<file path="config.mk">
export PLATFORM = sky130hd
export DESIGN_NAME = spi_slave_fsm_param
export DESIGN_NICKNAME = d
export VERILOG_FILES = /design/src/rtl/spi_slave_fsm_param.sv
export SDC_FILE = /design/constraint.sdc
export NUM_CORES = 1
export LEC_CHECK = 0
export BUFFER_PORTS_ARGS = -buffer_cell sky130_fd_sc_hd__buf_2
export CORE_MARGIN = 4
export CORE_UTILIZATION = 53
export CTS_CLUSTER_SIZE = 25
export DETAILED_ROUTE_END_ITERATION = 10
export GPL_TIMING_DRIVEN = 1
export PLACE_DENSITY = 0.84
export SETUP_SLACK_MARGIN = 0.4
export SYNTH_ARGS = -nofsm -noshare
export SYNTH_HDL_FRONTEND = slang
export SYNTH_SLANG_ARGS = --single-unit
</file>
<file path="constraint.sdc">
create_clock -name clk -period 1.74 [get_ports clk]
set_input_delay 0.261 -clock clk [delete_from_list [all_inputs] [get_ports clk]]
set_output_delay 0.261 -clock clk [all_outputs]
set_load 0.03 [all_outputs]
</file>
<file path="src/rtl/spi_slave_fsm_param.sv">
// -----------------------------------------------------------------------------
// spi_slave_fsm_param
//   Control FSM for the SPI slave. Sequences the address phase, the R/W bit and
//   the data phase, and drives the address latch, shift-register parallel load,
//   data-memory write and MISO output enable. Address/data widths are
//   parameters. BURST enables multi-word transactions with address
//   auto-increment. A CS rise in the middle of a transaction raises abort.
//
//   SPI timing arrives as a one-clk sclk_edge strobe on the system clock.
//   Every output is registered, so each output follows its cause by one clk.
//
// Ports
//   clk        system clock
//   reset      synchronous, active-high reset
//   sclk_edge  one-clk strobe marking an SCLK rising edge (conditioned)
//   cs         chip select, active low (conditioned)
//   rw         R/W bit from the shift register, sampled on sclk_edge in RW
//   miso_buff  MISO output enable
//   addr_we    address latch write enable (level, high during the address phase)
//   sr_we      shift-register parallel-load pulse
//   dm_we      data-memory write pulse
//   addr_inc   address-latch increment pulse
//   busy       high whenever the FSM is not idle
//   word_done  pulse per completed data word
//   abort      pulse when CS rises mid-transaction
// -----------------------------------------------------------------------------
module spi_slave_fsm_param #(
    parameter int ADDR_BITS = 7,
    parameter int DATA_BITS = 8,
    parameter bit BURST     = 1'b1
) (
    input  logic clk,
    input  logic reset,
    input  logic sclk_edge,
    input  logic cs,
    input  logic rw,
    output logic miso_buff,
    output logic addr_we,
    output logic sr_we,
    output logic dm_we,
    output logic addr_inc,
    output logic busy,
    output logic word_done,
    output logic abort
);

    // One counter serves both phases, so it is sized for the wider one.
    localparam int MAX_BITS = (ADDR_BITS > DATA_BITS) ? ADDR_BITS : DATA_BITS;
    localparam int CW       = (MAX_BITS > 1) ? $clog2(MAX_BITS) : 1;
    localparam logic [CW-1:0] ADDR_LAST = CW'(ADDR_BITS - 1);
    localparam logic [CW-1:0] DATA_LAST = CW'(DATA_BITS - 1);

    typedef enum logic [2:0] {
        IDLE,
        ADDR,
        RW,
        RD,
        RD_RELOAD,
        WR,
        WR_COMMIT,
        DONE
    } state_t;

    state_t        state, state_n;
    logic [CW-1:0] cnt, cnt_n;

    logic miso_buff_n, addr_we_n, sr_we_n, dm_we_n;
    logic addr_inc_n, busy_n, word_done_n, abort_n;

    always_comb begin
        state_n     = state;
        cnt_n       = cnt;
        sr_we_n     = 1'b0;
        dm_we_n     = 1'b0;
        addr_inc_n  = 1'b0;
        word_done_n = 1'b0;
        abort_n     = 1'b0;

        if (cs) begin
            // CS high wins over any strobe in the same clk.
            state_n = IDLE;
            cnt_n   = '0;
            // A data state with counter 0 sits on a word boundary, so leaving
            // there is a clean end rather than an abort.
            case (state)
                ADDR, RW, RD_RELOAD, WR_COMMIT: abort_n = 1'b1;
                RD, WR:                         abort_n = (cnt != '0);
                default:                        abort_n = 1'b0;
            endcase
        end else begin
            case (state)
                IDLE: state_n = ADDR;

                ADDR: if (sclk_edge) begin
                    if (cnt == ADDR_LAST) begin
                        cnt_n   = '0;
                        state_n = RW;
                    end else begin
                        cnt_n = cnt + CW'(1);
                    end
                end

                RW: if (sclk_edge) begin
                    if (rw) begin
                        sr_we_n = 1'b1;
                        state_n = RD;
                    end else begin
                        state_n = WR;
                    end
                end

                RD: if (sclk_edge) begin
                    if (cnt == DATA_LAST) begin
                        cnt_n       = '0;
                        word_done_n = 1'b1;
                        if (BURST) begin
                            addr_inc_n = 1'b1;
                            state_n    = RD_RELOAD;
                        end else begin
                            state_n = DONE;
                        end
                    end else begin
                        cnt_n = cnt + CW'(1);
                    end
                end

                // Address was bumped last clk; load the word it now points at.
                RD_RELOAD: begin
                    sr_we_n = 1'b1;
                    state_n = RD;
                end

                WR: if (sclk_edge) begin
                    if (cnt == DATA_LAST) begin
                        cnt_n       = '0;
                        word_done_n = 1'b1;
                        dm_we_n     = 1'b1;
                        state_n     = WR_COMMIT;
                    end else begin
                        cnt_n = cnt + CW'(1);
                    end
                end

                // Increment one clk after dm_we so the write lands on the
                // current address.
                WR_COMMIT: begin
                    if (BURST) begin
                        addr_inc_n = 1'b1;
                        state_n    = WR;
                    end else begin
                        state_n = DONE;
                    end
                end

                DONE:    state_n = DONE;
                default: state_n = IDLE;
            endcase
        end

        // Level outputs follow the state being entered.
        addr_we_n   = (state_n == ADDR);
        miso_buff_n = (state_n == RD) || (state_n == RD_RELOAD);
        busy_n      = (state_n != IDLE);
    end

    always_ff @(posedge clk) begin
        if (reset) begin
            state     <= IDLE;
            cnt       <= '0;
            miso_buff <= 1'b0;
            addr_we   <= 1'b0;
            sr_we     <= 1'b0;
            dm_we     <= 1'b0;
            addr_inc  <= 1'b0;
            busy      <= 1'b0;
            word_done <= 1'b0;
            abort     <= 1'b0;
        end else begin
            state     <= state_n;
            cnt       <= cnt_n;
            miso_buff <= miso_buff_n;
            addr_we   <= addr_we_n;
            sr_we     <= sr_we_n;
            dm_we     <= dm_we_n;
            addr_inc  <= addr_inc_n;
            busy      <= busy_n;
            word_done <= word_done_n;
            abort     <= abort_n;
        end
    end

endmodule
</file>
Word level (Yosys, flattened, before mapping)
Cells that the tools add are included.
{ "word_totals": {"ff_bits": 14, "latch_bits": 0, "ramBits": 0, "mem_bits_ro": 0, "out_inout_bits": 8, "wordCells": 62, "memories": 0} }
{ "op_classes": {"addsub": 1, "n_mul": 0, "n_div": 0, "n_lt_le_gt_ge": 0, "n_eq_ne": 14, "shift": 0, "mux": 22, "bitwise_logic": 3, "n_reduce_logical": 12} }
{ "ops": {"columns": ["operator", "count"], "rows": [
  ["$mux 3", 13],
  ["$pmux 3 s8", 1],
  ["$eq 3x3->1 const B", 7],
  ["$eq 3x2->1 const B", 3],
  ["$eq 3x1->1 const B", 2],
  ["$pmux 1 s2", 3],
  ["$pmux 3 s2", 1],
  ["$reduce_bool 3->1", 2],
  ["$reduce_or 2->1", 3],
  ["$reduce_or 3->1", 2],
  ["$mux 1", 4],
  ["$reduce_or 4->1", 1],
  ["$add 3x1->3 const B", 1],
  ["$logic_not 3->1", 1],
  ["$not 1->1", 3],
  ["$reduce_and 3->1", 1],
  ["$ne 2x1->1 const B", 1],
  ["$ne 2x2->1 const B", 1],
  ["$reduce_bool 2->1", 1],
  ["$logic_or 1x1->1", 1]
]} }

Logic depth before layout (Yosys ltp)
{ "depth": {"depth_word": 7, "mapped_depth": 7} }

Least setup slack after synthesis
OpenSTA, ideal clock, no wires.
{ "synth_path": {"path_kind": "flip-flop to flip-flop", "startpoint": "reg cnt[0]", "endpoint": "reg miso_buff", "setup_time_ns": 0.120, "t_arrival_ns": 1.407, "required_time_ns": 1.620, "setup_slack_ns": 0.213, "path_stages_with_launch": 8, "path_buffers": 0, "synth_period_minus_slack_ns": 1.527, "path_cell_list": "dfxtp_1 > ha_1 > ha_1 > and3_1 > o21ai_1 > nand2_1 > and2_1 > a2bb2oi_2"} }
{ "synth_via": {"elab_chain_cells": 7, "word_cells_on_any_way": 13, "cone_classes": "eq/ne: 4; mux: 8; reduce/logical: 1"} }
{ "synth_lines": {"columns": ["element", "line_no", "source"], "rows": [
  ["from (decl)", "65", "logic [CW-1:0] cnt, cnt_n;"],
  ["from (signal assigned)", "180", "cnt <= cnt_n;"],
  ["$eq 3x3->1 (on tied branches)", "113, 134, 95", null],
  ["$mux 3 (on tied branches)", "134, 113, 95", null],
  ["$mux 3 (on tied branches)", "133, 112, 94", null],
  ["$pmux 3 s8 *", "91", "case (state)"],
  ["$mux 3 *", "79", "if (cs) begin"],
  ["$eq 3x2->1 or $eq 3x3->1 (tied branches)", "162", "miso_buff_n = (state_n == RD) || (state_n == RD_RELOAD);"],
  ["$logic_or 1x1->1 *", "162", null],
  ["to (signal assigned)", "181", "miso_buff <= miso_buff_n;"],
  ["to (decl)", "37", "output logic miso_buff,"]
]} }
Mark *: on every way between the ends. The rest lies on a longest branch, timed or not.
A chain may end at the register's enable or synchronous reset.

Worst setup path in the final report
Same ends and word-level chain as after synthesis.

==> flow_summary.toml <==
[status]
outcome = "completed"

[worst_setup_path]
startpoint_type = "flop"
cpMaxStageDelayCell = "dfxtp_4"
slowest_delay_ps = 370
critical_path_buf_inv_count = 0
path_class = "flop to flop"
worstPathArrival_ps = 1640
required_ps = 1920
worstPathMaxFanout = 4
path_delay_family = "simple AND/OR/NAND/NOR gates"
path_cells = "ha_4 -> ha_4 -> and3_4 -> o21ai_2 -> nand2_1 -> and2_4 -> a2bb2oi_2"
cp_common_cell = "ha_4"
cp-end-kind = "flop"

[power_and_ir_drop]
power.clock.fraction_pct = 37.1
p_per_area_nw_per_um2 = 646
p_leak_uw = 0.000378
p_switching_uw = 148
peakVddDrop_mv = 0.636
intPower_uw = 477
power_uw = 625
sw_frac_of_total_pct = 23.6
seq_power_share_pct = 52.8
pwr-share-comb_pct = 10.1

[floorplan]
die-area_sq_um = 2150
io_pins = 13
num_rows = 13
coreArea_sq_um = 1350
die_h_um = 46.4
die_x_um = 46.4
start_util_pct = 57.9

[finish]
layout_common_cells = "12 x buf_2, 9 x dfxtp_1"
final_common_cell = "buf_2"
area_growth_pct = 23.7
layout.cells.non_filler = 119
antennaDiodeCount = 0
final_nets = 115
drive_above_1_share_pct = 40.4

[flow_run]
cap_violations = 0

[hold_path]
min_path_type = "primary input to flop"

[timing]
max_slew.worst_pin.slew_ps = 337
period_needed_ps = 1460
slew_headroom_pct = 77.4
fin_hold_ws_ps = 162
rsz0062_at_grt = "yes"
finalHoldViolations = 0
fin_crit_sh_pct = 84.0
tns_ps = 0
fmax_ghz = 0.684
finalSetupViolations = 0
slew_violations = 0
finClkSkew_ps = 2.17

[drt]
via_per_inst = 5.80
drtIter0Drc = 11
drt.antenna.violating_nets = 0
route.detailed.drc = 0
wl_per_cell_um = 13.8
dr.pass1.iters = 4
via_count = 690
routed_wl_um = 1640

[clock_network]
cts_tree = "done"
clock-sinks = 14
cts-root-buf = "clkbuf_4"
clkSlewWorstSetupHoldPaths_ps = 80
clk_latency_ps = 280
cts_buffers = 3
cts-htree-levels = 1
clock_path_buffers = 2
cts_hold_buf = 0

[synth]
ys_ff_latch = 14
synth.avg_cell_area_sq_um = 8.99
synth_area_leader_cell = "dfxtp_1"
syn_nets = 97
synth-edff-count = 0
synth_top_area_share_pct = 35.8
synth_area_sq_um = 782
ys_async_sr_fraction_pct = 0
yosys-top-cells-area = "dfxtp_1 36%, ha_1 8.0%, inv_1 2.9%, nand2_1 2.9%, nor2_1 2.9%"
synthFlopType = "dfxtp_1"
synth_cell_types = 36
synthCells = 87
ys.warnings.count = 0
seq_area_frac_synth_pct = 35.8

[grt]
grt_max_degree = 13
grt-ovfl-total = 0
track_usage_pct = 18.6
grt.busiest_layer = "met2"
grt.met1_usage_pct = 21.5
first_global_vias = 640
antenna_found_initial = 0
grt_pass1_wl_um = 2830
grt.met3_usage_pct = 6.25
grt_util_met2_pct = 30.2

[placement]
gp_congestion = 0.815
port_buffers = 12
place_hpwl_um = 1210
dpl.cell_count = 113
-- sequential cells by signal (all words and copies together), names as in the netlist --
signal and flops:
cnt 3, state 3, abort 1, addr_inc 1, addr_we 1, busy 1
dm_we 1, miso_buff 1, sr_we 1, word_done 1
-- metal layers --
metal,up-vias,part of all wire [%]
li1,349,-
met3,4,5.5
met5,-,0
met1,319,44
met2,18,50
met4,0,1.3
-- synthesized netlist by cell type (2+ instances only) --
master / instances
o21ai_1: 3
o211ai_1: 3
nand3_1: 3
nor3_1: 4
buf_4: 2
dfxtp_1: 14
nand2_1: 6
a41oi_1: 2
nor2b_1: 2
and3_1: 2
buf_2: 2
nor3b_1: 2
a21oi_1: 2
ha_1: 5
and2_1: 3
mux2i_1: 2
nor2_1: 6
inv_1: 6
-- final timing paths --
path	from	to	slack (ps)	cells past startpoint
worst max-delay path	cnt[0]	miso_buff	280	7
worst min-delay path	reset	abort	160	2
worst max register to register	cnt[0]	miso_buff	280	7
worst min register to register	cnt[1]	cnt[1]	500	2
-- layout make-up --
| class | instances | area [sq um] |
|---|---|---|
| clock buffers | 4 | 36.3 |
| well taps | 15 | 18.8 |
| multi-input cells | 62 | 495 |
| fillers | 107 | 383 |
| flip-flops and latches | 14 | 289 |
| repair buffers | 18 | 105 |
| inverters | 6 | 22.5 |
-- power by group through the flow --
stage                     Sequential, uW  Clock (uW)  Combinational [uW]
after floorplan                      345           0                34.2
final                                330         232                63.3
after detailed placement             337           0                60.7
after global placement               337           0                59.4
after global routing                 331         261                68.7
after CTS                            329         242                62.8
-- cells by family after synthesis --
| logic type | after synthesis | share of synthesized area, % |
|---|---|---|
| AO/OA/AOI/OAI | 23 | 24.5 |
| adder cells (fa/ha/maj) | 5 | 8.00 |
| buffers and inverters | 11 | 7.52 |
| flip-flops | 14 | 35.8 |
| multiplexers | 2 | 2.56 |
| AND/OR/NAND/NOR | 32 | 21.6 |
-- repair_timing --
| action | in CTS | in global routing |
|---|---|---|
| resized for setup | 3 | 3 |
| setup buffers | 2 | 0 |
| pin swaps | 1 | 1 |
| hold endpoints to repair | 0 | 0 |
| gates cloned | 0 | 0 |
| setup endpoints to repair | 7 | 8 |
-- stage by stage --
stage / setup WS [ps] / instance area [sq um] / util, %
3_3_place_gp: 273 / 898 / 66.5
6_report: 279 / 967 / 71.6
2_1_floorplan: 336 / 826 / -
4_1_cts: 283 / 960 / 71.1
3_5_place_dp: 255 / 898 / 66.5
5_1_grt: 211 / 967 / 71.6
(Power assumes the default switching activity.)
